`src/rtl/led_blink_multi.sv`:
```
// led_blink_multi: CH independent LED channels, each OFF/ON/BLINK/PULSE with programmable on/off durations.
// Outputs trail the channel phase by one register; done pulses on the edge where a PULSE output falls.
module led_blink_multi #(
    parameter int CH       = 4,
    parameter int TW       = 8,
    parameter int DEF_ON   = 50,
    parameter int DEF_OFF  = 50,
    parameter int RST_MODE = 2
) (
    input  logic          clk_i,
    input  logic          rst_ni,
    input  logic          cfg_valid_i,
    input  logic [3:0]    cfg_ch_i,
    input  logic [1:0]    cfg_mode_i,
    input  logic [TW-1:0] cfg_on_i,
    input  logic [TW-1:0] cfg_off_i,
    input  logic          sync_i,
    output logic [CH-1:0] out_o,
    output logic [CH-1:0] done_o,
    output logic          cfg_err_o
);
    localparam logic [1:0] M_OFF   = 2'd0;
    localparam logic [1:0] M_ON    = 2'd1;
    localparam logic [1:0] M_BLINK = 2'd2;
    localparam logic [1:0] M_PULSE = 2'd3;

    logic err_q, err_d;

    assign err_d     = cfg_valid_i && int'(cfg_ch_i) >= CH;
    assign cfg_err_o = err_q;

    always_ff @(posedge clk_i or negedge rst_ni)
        if (!rst_ni) err_q <= 1'b0;
        else         err_q <= err_d;

    for (genvar c = 0; c < CH; c++) begin : g_ch
        logic [1:0]    mode_q, mode_d;
        logic [TW-1:0] on_q, on_d, off_q, off_d, cnt_q, cnt_d, len, last;
        logic          ph_q, ph_d, fin_q, fin_d, out_q, done_q, wr;

        assign wr   = cfg_valid_i && cfg_ch_i == 4'(c);
        assign len  = ph_q ? on_q : off_q;
        // a zero-length field behaves as one cycle
        assign last = (len == '0) ? '0 : len - 1'b1;

        always_comb begin
            mode_d = mode_q;
            on_d   = on_q;
            off_d  = off_q;
            cnt_d  = cnt_q;
            ph_d   = ph_q;
            fin_d  = 1'b0;
            if (wr) begin
                mode_d = cfg_mode_i;
                on_d   = cfg_on_i;
                off_d  = cfg_off_i;
                cnt_d  = '0;
                ph_d   = cfg_mode_i == M_ON;
            end else if (sync_i && mode_q == M_BLINK) begin
                cnt_d = '0;
                ph_d  = 1'b0;
            end else if (mode_q == M_BLINK || mode_q == M_PULSE) begin
                cnt_d = (cnt_q == last) ? '0 : cnt_q + 1'b1;
                ph_d  = (cnt_q == last) ? ~ph_q : ph_q;
                if (mode_q == M_PULSE && ph_q && cnt_q == last) begin
                    mode_d = M_OFF;
                    fin_d  = 1'b1;
                end
            end else begin
                cnt_d = '0;
                ph_d  = mode_q == M_ON;
            end
        end

        // fin_q delays the terminal event one cycle so done lines up with the falling output
        always_ff @(posedge clk_i or negedge rst_ni)
            if (!rst_ni) begin
                mode_q <= 2'(RST_MODE);
                on_q   <= TW'(DEF_ON);
                off_q  <= TW'(DEF_OFF);
                cnt_q  <= '0;
                ph_q   <= RST_MODE == 1;
                fin_q  <= 1'b0;
                out_q  <= 1'b0;
                done_q <= 1'b0;
            end else begin
                mode_q <= mode_d;
                on_q   <= on_d;
                off_q  <= off_d;
                cnt_q  <= cnt_d;
                ph_q   <= ph_d;
                fin_q  <= fin_d;
                out_q  <= ph_q;
                done_q <= fin_q;
            end

        assign out_o[c]  = out_q;
        assign done_o[c] = done_q;
    end
endmodule

```
`config.mk`:
```
export PLATFORM = sky130hd
export DESIGN_NAME = led_blink_multi
export DESIGN_NICKNAME = d
export VERILOG_FILES = /design/src/rtl/led_blink_multi.sv
export SDC_FILE = /design/constraint.sdc
export NUM_CORES = 1
export LEC_CHECK = 0
export CAP_MARGIN = 20
export CORE_ASPECT_RATIO = 1.4
export CORE_MARGIN = 4
export CORE_UTILIZATION = 59
export CTS_BUF_LIST = sky130_fd_sc_hd__clkbuf_4 sky130_fd_sc_hd__clkbuf_8
export CTS_CLUSTER_SIZE = 16
export DETAILED_ROUTE_END_ITERATION = 10
export MAX_ROUTING_LAYER = met4
export PLACE_DENSITY = 0.75
export SETUP_SLACK_MARGIN = 0.1
export SYNTH_ARGS = -nofsm -noshare
export SYNTH_HDL_FRONTEND = slang
export SYNTH_SLANG_ARGS = --single-unit
```
`constraint.sdc`:
```
create_clock -name clk_i -period 4.5 [get_ports clk_i]
set_clock_uncertainty 0.15 [all_clocks]
set_input_delay 0.9 -clock clk_i [delete_from_list [all_inputs] [get_ports clk_i]]
set_output_delay 0.9 -clock clk_i [all_outputs]
set_load 0.005 [all_outputs]
```
==> run metrics, run 1 <==
FF+latch count, synth=121; remaining antenna violation count=0; postcts setup bufs=0; CP startpoint kind=register; Avg Synthesized Cell Area=10.5 sq um; Fin. Hold Viols=0; synth top area cells=dfrtp_1 (34%), dfstp_2 (11%), mux2_2 (8.8%); multi-input logic area=3620 sq um; area share of the largest cell type after synthesis=33.7%; Sink Count=121; die area=13500 sq um; top_reg_cell synth=dfrtp_1; Seq/Total Area, Yosys=44.4%; ANT cells=0; Cell Area, Synth=6900 sq um; final core occ=68.1%; Die X=99.4 microns; measured slew at the worst slew-check pin=0.921 ns; RSZ-0062 raised after global routing=false; total iterations of the first detailed-routing run=4; final worst slack=0.637 ns; Period Utilization, post-route=85.8%; num rows=46; CTS buffer count=17; Syn Nets=692; PwrDens=520 nW/um^2; f_max=0.259 GHz; DP Worst Slack=0.632 ns; share of cells above drive strength 1=23.4%; first-pass GRT wire length=25.6 mm; Via density=6.08; Hold Path Class=reg2reg; vias in the first global route=5193; Required @ worst endpoint=4.67 ns; GRT Util Overall=24.6%; Port Buffers=34; peak supply drop=0.000345 V; hold buffers post-CTS=0; largest net degree at the start of global routing=66; DR WL/cell=18.2 microns; Netlist cell types=71; Slew Viols, Final=0; YS warnings=0; Final nets=718; Reg-to-Reg End=g_ch[0].ph_q; Worst R2R Setup Slack=0.64 ns; TritonCTS clock tree=built; Core Area=11400 sq um; Clk pin slew, worst setup/hold paths=0.08 ns; # IOs=35; cell count after synthesis=658; die extent in y=136 microns; filler cell count=880; Total Wirelength=15.3 mm; Setup TNS=0 ns; slew margin rel.=38.5%; Setup crit start=g_ch[0].ph_q; grt total ovfl=0; # DRC=0; Clock Latency Late Sink=0.44 ns; area leader, netlist=dfrtp_1; status=complete, no violations; DR vias=5113; clock root cell=clkbuf_8; CP Max Fanout=20; r2r worst-path depth=10; area grow syn2layout=12.4%; Max-Cap Viols=0; crit path to=g_ch[0].ph_q; placer congestion estimate=0.905; initial antenna violation count=0; Arrival @ worst endpoint=4.03 ns; worst r2r src=g_ch[0].ph_q; Final setup viols=0; CP Capture Type=register; Post-DP HPWL=10.9 mm; clk buf depth=2; post_cts resized=0; crit path kind=reg2reg; Static Leak=3.26 nW; Post-synth ARST share=100%; Iter 0 DRT Violations=236; Initial Utilization=60.5%; H-tree Lvls=4; Final min period=3.86 ns; EDFF count, synth=0; Storage cell area=3060 sq um
-- stage by stage --
step	cell area [sq um]	hold slack [ns]	instances	power, mW
after global routing	7760	0.213	841	4.28
after floorplan	6900	0.181	658	2.64
after global placement	7300	0.184	808	2.88
after CTS	7740	0.203	840	4.05
final	7760	0.200	841	4.03
after detailed placement	7300	0.186	808	2.94
-- routing by layer --
metal  up-vias  part of all wire, %  GRT usage [%]  routed length (microns)
met2       125                   51           41.1                     7810
li1       2420                    -              -                        -
met1      2529                   41           29.5                     6330
met5         -                    0              -                        0
met3        39                  4.8           4.41                      733
met4         0                  2.8           9.95                      428
-- layout by cell type, fill, tap and decap left out, drive strengths merged, types with 3 or more instances in the layout --
master         Yosys  final
dfrtp             93     93
nand2             71     71
mux2              56     56
nor2              53     53
mux2i             36     36
xor2              33     33
clkdlybuf4s50      0     33
dfstp             28     28
nand3             25     25
xnor2             24     24
nor3              22     22
inv               14     20
a21oi             18     18
clkbuf            16     17
o21ai             14     14
o22ai             13     13
nor4b             13     13
nor4              12     12
ha                 8      8
nor3b              8      8
and3               7      7
or3                6      6
buf               16      6
a22oi              5      5
o31ai              5      5
o211ai             4      4
nand4              4      4
bufinv             0      4
a31oi              4      4
or4                4      4
clkinv             1      4
and4bb             3      3
o221ai             3      3
o21a               3      3
and2               3      3
nand3b             3      3
o2111ai            3      3
-- how the worst min path moves through the flow --
stage / start / end / slack [ns] / cells past startpoint
after floorplan: g_ch[0].fin_q / g_ch[0].done_q / 0.18 / 0
after global placement: g_ch[1].fin_q / g_ch[1].done_q / 0.18 / 0
after detailed placement: g_ch[2].fin_q / g_ch[2].done_q / 0.19 / 0
after CTS: g_ch[2].fin_q / g_ch[2].done_q / 0.20 / 0
after global routing: g_ch[2].fin_q / g_ch[2].done_q / 0.21 / 0
final: g_ch[2].fin_q / g_ch[2].done_q / 0.20 / 0
-- logic make-up after synthesis --
family | Yosys count | synth area share [%]
AO/OA/AOI/OAI | 88 | 9.56
XOR/XNOR | 57 | 7.24
adder cells (fa/ha/maj) | 8 | 1.45
buffers and inverters | 47 | 3.25
flip-flops | 121 | 44.4
multiplexers | 92 | 14.4
AND/OR/NAND/NOR | 245 | 19.7
-- worst max-delay path, stage by stage (launching register included) --
cell and delay (ns):
dfrtp_1 0.85, mux2i_1 0.43, ha_1 0.28, nor4b_2 0.40, o22ai_1 0.19, nor2_1 0.31, nor2_1 0.12, xnor2_1 0.14
nand4_1 0.21, o21ai_4 0.32, mux2_1 0.35
-- layout make-up --
class / instances / share of cell area [%]
Clock buffer: 17 / 3.02
Inverter: 15 / 0.726
Multi-Input combinational cell: 490 / 46.7
Clock inverter: 15 / 2.71
Sequential cell: 121 / 39.5
Timing Repair Buffer: 39 / 5.05
Tap cell: 144 / 2.32
-- cells in the mapped netlist (all sizes together) (3+ instances only) --
| library cell | number |
|---|---|
| dfrtp | 93 |
| nor3b | 8 |
| and2 | 3 |
| mux2i | 36 |
| nand3b | 3 |
| mux2 | 56 |
| inv | 14 |
| and3 | 7 |
| nor2 | 53 |
| or4 | 4 |
| o22ai | 13 |
| nand4 | 4 |
| ha | 8 |
| buf | 16 |
| dfstp | 28 |
| a22oi | 5 |
| clkbuf | 16 |
| nor3 | 22 |
| o211ai | 4 |
| and4bb | 3 |
| xnor2 | 24 |
| nor4b | 13 |
| a21oi | 18 |
| o21a | 3 |
| o2111ai | 3 |
| nor4 | 12 |
| nand2 | 71 |
| or3 | 6 |
| xor2 | 33 |
| o21ai | 14 |
| o221ai | 3 |
| a31oi | 4 |
| o31ai | 5 |
| nand3 | 25 |
-- report_power, final --
group	switching [mW]	leakage, nW	total [mW]	internal (mW)
logic	0.640	1.53	1.31	0.669
registers	0.313	1.51	1.63	1.32
clock network	0.479	0.218	1.09	0.614
total	1.43	3.26	4.03	2.60
-- registers in the layout (all words and copies together) (netlist names) --
signal / flops
g_ch.cnt_q: 32
g_ch.mode_q: 8
g_ch.ph_q: 4
cfg_err_o: 1
g_ch.on_q: 32
g_ch.out_q: 4
g_ch.done_q: 4
g_ch.fin_q: 4
g_ch.off_q: 32
Note: power is estimated with default switching activity, not from simulation.
==> run 2: changes to the inputs <==
CORE_UTILIZATION = 35   (was 59)
PLACE_DENSITY = 0.48   (was 0.75)
==> run metrics, run 2 (synthesized netlist as in run 1, its figures left out) <==
TritonCTS clock tree=built (unchanged); Final nets=721 (was 718); postcts setup bufs=0 (unchanged); peak supply drop=0.000193 V (was 0.000345 V); hold path depth=0 (unchanged); Clock Power Share=25.5% (was 27.1%); PwrDens=505 nW/um^2 (was 520 nW/um^2); Setup TNS=0 ns (unchanged); DR WL met3=479 microns (was 733 microns); filler cell count=1878 (was 880); total iterations of the first detailed-routing run=4 (unchanged); final core occ=40.8% (was 68.1%); clk buf depth=2 (unchanged); Fin. Hold Viols=0 (unchanged); # DRC=0 (unchanged); Total Wirelength=16.7 mm (was 15.3 mm); num rows=60 (was 46); Slew Viols, Final=0 (unchanged); post_cts resized=0 (unchanged); initial antenna violation count=0 (unchanged); vias in the first global route=5216 (was 5193); Design Power=3.97 mW (was 4.03 mW); top routing layer used=met4 (unchanged); Sink Count=121 (unchanged); ANT cells=0 (unchanged); die area=22000 sq um (was 13500 sq um); Clock Latency Late Sink=0.44 ns (about the same); status=complete, no violations (unchanged); Setup crit start=g_ch[2].ph_q (was g_ch[0].ph_q); first-pass GRT wire length=27.9 mm (was 25.6 mm); measured slew at the worst slew-check pin=0.929 ns (was 0.921 ns); Core Area=19300 sq um (was 11400 sq um); crit path max-delay cell type=dfrtp_1 (unchanged); Flop pwr share=40.2% (was 40.5%); worst r2r src=g_ch[2].ph_q (was g_ch[0].ph_q); CP Cell Sequence=mux2i_1 > ha_1 > or3b_2 > or3_1 > a22oi_1 > xor2_1 > a311oi_2 > nand3_2 > o211ai_1 > o21ai_1 (was mux2i_1 > ha_1 > nor4b_2 > o22ai_1 > nor2_1 > nor2_1 > xnor2_1 > nand4_1 > o21ai_4 > mux2_1); placer congestion estimate=0.854 (was 0.905); grt total ovfl=0 (unchanged); Final min period=3.79 ns (was 3.86 ns); CP Max Fanout=22 (was 20); Final Instance Count excl. Fillers=948 (was 841); largest net degree at the start of global routing=71 (was 66); Clk pin slew, worst setup/hold paths=0.07 ns (was 0.08 ns); most frequent cells in the layout=dfrtp_1 (93), nand2_1 (71), mux2_2 (54), nor2_1 (44), mux2i_1 (35) (unchanged); CP Capture Type=register (unchanged); Iter 0 DRT Violations=262 (was 236); biggest regs=g_ch.cnt_q x32, g_ch.off_q x32, g_ch.on_q x32 (unchanged); die extent in y=174 microns (was 136 microns); H-tree Lvls=4 (unchanged); hold buffers post-CTS=0 (unchanged); slew margin rel.=37.9% (was 38.5%); remaining antenna violation count=0 (unchanged); share of cells above drive strength 1=23.7% (was 23.4%); DR WL/cell=17.6 microns (was 18.2 microns); CTS buffer count=17 (unchanged); NetSw=1.42 mW (was 1.43 mW); Post-DP HPWL=12.1 mm (was 10.9 mm); # IOs=35 (unchanged); final worst slack=0.711 ns (was 0.637 ns); max incr delay on CP=0.83 ns (was 0.85 ns); Final setup viols=0 (unchanged); DP Worst Slack=0.730 ns (was 0.632 ns); Initial Utilization=35.8% (was 60.5%); RSZ-0062 raised after global routing=false (unchanged); Via density=5.32 (was 6.08); sw frac=35.7% (was 35.5%); Hold Path Class=reg2reg (unchanged); commonest non-fill, non-tap cell in the layout=dfrtp_1 (unchanged); met2 WL=8.50 mm (was 7.81 mm); M1 WL=7.45 mm (was 6.33 mm); r2r worst-path depth=10 (unchanged); clock root cell=clkbuf_8 (unchanged); crit path kind=reg2reg (unchanged); Pint=2.55 mW (was 2.60 mW); GRT Util Overall=16.5% (was 24.6%); area grow syn2layout=14.0% (was 12.4%); Hold Startpoint=g_ch[1].fin_q (was g_ch[2].fin_q); CP startpoint kind=register (unchanged); f_max=0.264 GHz (was 0.259 GHz); Placed Cells=916 (was 808); Required @ worst endpoint=4.64 ns (was 4.67 ns); Arrival @ worst endpoint=3.93 ns (was 4.03 ns); Die X=127 microns (was 99.4 microns); Max-Cap Viols=0 (unchanged); Port Buffers=34 (unchanged); DR vias=5041 (was 5113); Static Leak=3.25 nW (was 3.26 nW); Comb pwr share=34.3% (was 32.4%); Period Utilization, post-route=84.2% (was 85.8%)
run 2: final cells by class:
| type | instances | area [sq um] | share of cell area, % |
|---|---|---|---|
| multi-input combinational | 490 | 3620 | 46.1 |
| sequential | 121 | 3060 | 39.0 |
| timing repair buffer | 42 | 398 | 5.06 |
| tap | 248 | 310 | 3.95 |
| clock buffer | 22 | 297 | 3.77 |
| clock inverter | 10 | 118 | 1.50 |
| inverter | 15 | 56.3 | 0.716 |
run 2: metal layers:
| layer | track usage, % | vias to the layer above |
|---|---|---|
| met5 | - | - |
| met4 | 5.23 | 0 |
| met3 | 3.26 | 22 |
| met2 | 27.0 | 84 |
| met1 | 20.4 | 2495 |
| li1 | - | 2440 |
run 2: final timing paths:
kind,slack [ns],endpoint
worst min-delay path,0.20,g_ch[1].done_q
max in group asynchronous,2.76,g_ch[2].off_q[1]
worst max register to register,0.71,g_ch[2].mode_q[0]
worst min register to register,0.20,g_ch[1].done_q
worst max-delay path,0.71,g_ch[2].mode_q[0]
min in group asynchronous,0.42,g_ch[2].cnt_q[3]
run 2: critical path, delay by kind of cell, from the launching register on:
kind | cells | cell delay [ns]
compound gates | 4 | 0.79
flops | 1 | 0.83
fa+ha+maj | 1 | 0.34
simple gates | 3 | 0.99
mux | 1 | 0.43
xor+xnor | 1 | 0.11
run 2: per-stage QoR:
step	hold WS, ns	area, sq um
global placement	0.183	7450
floorplan	0.181	6900
CTS	0.203	7860
finish	0.200	7860
detailed placement	0.187	7450
global route	0.205	7860
run 2: power groups by stage:
stage | clock, mW | combinational [mW] | sequential (mW)
2_1_floorplan | 0 | 1.15 | 1.49
3_3_place_gp | 0 | 1.34 | 1.61
3_5_place_dp | 0 | 1.37 | 1.61
4_1_cts | 1.05 | 1.38 | 1.59
5_1_grt | 1.10 | 1.52 | 1.64
6_report | 1.01 | 1.36 | 1.59
==> run 3: changes to the inputs <==
clock period = 3.9 ns   (was 4.5 ns; I/O delays follow)
==> run metrics, run 3 (synthesized netlist as in run 1, its figures left out) <==
status=complete, no violations (unchanged); GRT Util Overall=16.1% (was 16.5%); Static Leak=3.29 nW (was 3.25 nW); clock root cell=clkbuf_8 (unchanged); postcts setup bufs=0 (unchanged); Core Area=19300 sq um (unchanged); Final Instance Count excl. Fillers=951 (was 948); DR vias=4989 (was 5041); ANT cells=0 (unchanged); NetSw=1.63 mW (was 1.42 mW); slew margin rel.=42.4% (was 37.9%); Max-Cap Viols=0 (unchanged); Arrival @ worst endpoint=3.59 ns (was 3.93 ns); RSZ-0062 raised after global routing=false (unchanged); num rows=60 (unchanged); area grow syn2layout=15.1% (was 14.0%); share of cells above drive strength 1=24.2% (was 23.7%); Clock Power Share=27.3% (was 25.5%); peak supply drop=0.000261 V (was 0.000193 V); post_cts resized=0 (unchanged); Design Power=4.70 mW (was 3.97 mW); Sink Count=121 (unchanged); Iter 0 DRT Violations=272 (was 262); Period Utilization, post-route=88.0% (was 84.2%); Via density=5.25 (was 5.32); DR WL/cell=17.4 microns (was 17.6 microns); Flop pwr share=38.4% (was 40.2%); Final min period=3.43 ns (was 3.79 ns); Final setup viols=0 (unchanged); CP startpoint kind=register (unchanged); vias in the first global route=5191 (was 5216); Die X=127 microns (unchanged); Clock Latency Late Sink=0.44 ns (about the same); total iterations of the first detailed-routing run=4 (unchanged); CP Capture Type=register (unchanged); Post-DP HPWL=11.9 mm (was 12.1 mm); Initial Utilization=35.8% (unchanged); Fin. Hold Viols=0 (unchanged); f_max=0.291 GHz (was 0.264 GHz); first-pass GRT wire length=27.4 mm (was 27.9 mm); H-tree Lvls=4 (unchanged); Pint=3.07 mW (was 2.55 mW); remaining antenna violation count=0 (unchanged); hold buffers post-CTS=0 (unchanged); CP Max Fanout=10 (was 22); # DRC=0 (unchanged); die area=22000 sq um (unchanged); grt total ovfl=0 (unchanged); Final nets=724 (was 721); placer congestion estimate=0.823 (was 0.854); measured slew at the worst slew-check pin=0.863 ns (was 0.929 ns); Setup TNS=0 ns (unchanged); Clk pin slew, worst setup/hold paths=0.07 ns (about the same); CTS buffer count=17 (unchanged); commonest non-fill, non-tap cell in the layout=dfrtp_1 (unchanged); biggest regs=g_ch.cnt_q x32, g_ch.off_q x32, g_ch.on_q x32 (unchanged); Hold Path Class=reg2reg (unchanged); Port Buffers=34 (unchanged); Slew Viols, Final=0 (unchanged); most frequent cells in the layout=dfrtp_1 (93), nand2_1 (71), mux2_2 (54), nor2_1 (44), mux2i_1 (34) (was dfrtp_1 (93), nand2_1 (71), mux2_2 (54), nor2_1 (44), mux2i_1 (35)); PwrDens=592 nW/um^2 (was 505 nW/um^2); TritonCTS clock tree=built (unchanged); sw frac=34.6% (was 35.7%); # IOs=35 (unchanged); Comb pwr share=34.4% (was 34.3%); Placed Cells=919 (was 916); clk buf depth=2 (unchanged); Required @ worst endpoint=4.06 ns (was 4.64 ns); Total Wirelength=16.6 mm (was 16.7 mm); initial antenna violation count=0 (unchanged); die extent in y=174 microns (unchanged); crit path kind=reg2reg (unchanged); largest net degree at the start of global routing=62 (was 71)
-- run 3: layout make-up --
class,instances,area (sq um)
fillers,1846,11400
multi-input cells,490,3620
flip-flops and latches,121,3060
repair buffers,45,433
well taps,248,310
clock buffers,21,283
clock inverters,11,169
inverters,15,56.3
-- run 3: critical path, cell delays in order, from the launching register on --
cell,delay (ns)
dfrtp_1,0.52
mux2i_1,0.37
ha_1,0.34
or3b_2,0.48
or3_1,0.32
a22oi_1,0.22
xor2_1,0.11
a311oi_2,0.27
nand3_2,0.19
o2111ai_4,0.24
nor2_2,0.08
-- run 3: per-stage QoR --
step | worst slack [ns] | hold slack (ns) | util (%) | area, sq um
2_1_floorplan | 0.671 | 0.181 | - | 6900
6_report | 0.469 | 0.203 | 41.1 | 7940
3_5_place_dp | 0.431 | 0.189 | 38.8 | 7480
5_1_grt | 0.178 | 0.211 | 41.1 | 7940
3_3_place_gp | 0.476 | 0.184 | 38.8 | 7480
4_1_cts | 0.405 | 0.206 | 41.1 | 7940
-- run 3: worst paths after layout --
| path | startpoint | endpoint | slack [ns] | cells after the start |
|---|---|---|---|---|
| setup / recovery | g_ch[2].ph_q | g_ch[2].cnt_q[4] | 0.47 | 10 |
| hold / removal | g_ch[0].fin_q | g_ch[0].done_q | 0.20 | 0 |
| setup reg to reg | g_ch[2].ph_q | g_ch[2].cnt_q[4] | 0.47 | 10 |
| hold reg to reg | g_ch[0].fin_q | g_ch[0].done_q | 0.20 | 0 |
| max in group asynchronous | rst_ni | g_ch[1].on_q[5] | 2.44 | 2 |
| min in group asynchronous | rst_ni | g_ch[2].cnt_q[6] | 0.26 | 1 |
-- run 3: metal layers --
metal,vias up,routed length (microns),GRT usage (%),part of all wire [%]
met1,2485,7550,20.5,46
met2,57,8500,26.1,51
li1,2432,-,-,-
met5,-,0,-,0
met4,0,184,4.20,1.1
met3,15,348,3.23,2.1
-- run 3: power groups by stage --
| stage | Clock (mW) | Combinational, mW | Sequential (mW) |
|---|---|---|---|
| 2_1_floorplan | 0 | 1.33 | 1.72 |
| 3_3_place_gp | 0 | 1.59 | 1.82 |
| 3_5_place_dp | 0 | 1.62 | 1.82 |
| 4_1_cts | 1.32 | 1.63 | 1.80 |
| 5_1_grt | 1.38 | 1.80 | 1.84 |
| 6_report | 1.28 | 1.61 | 1.80 |
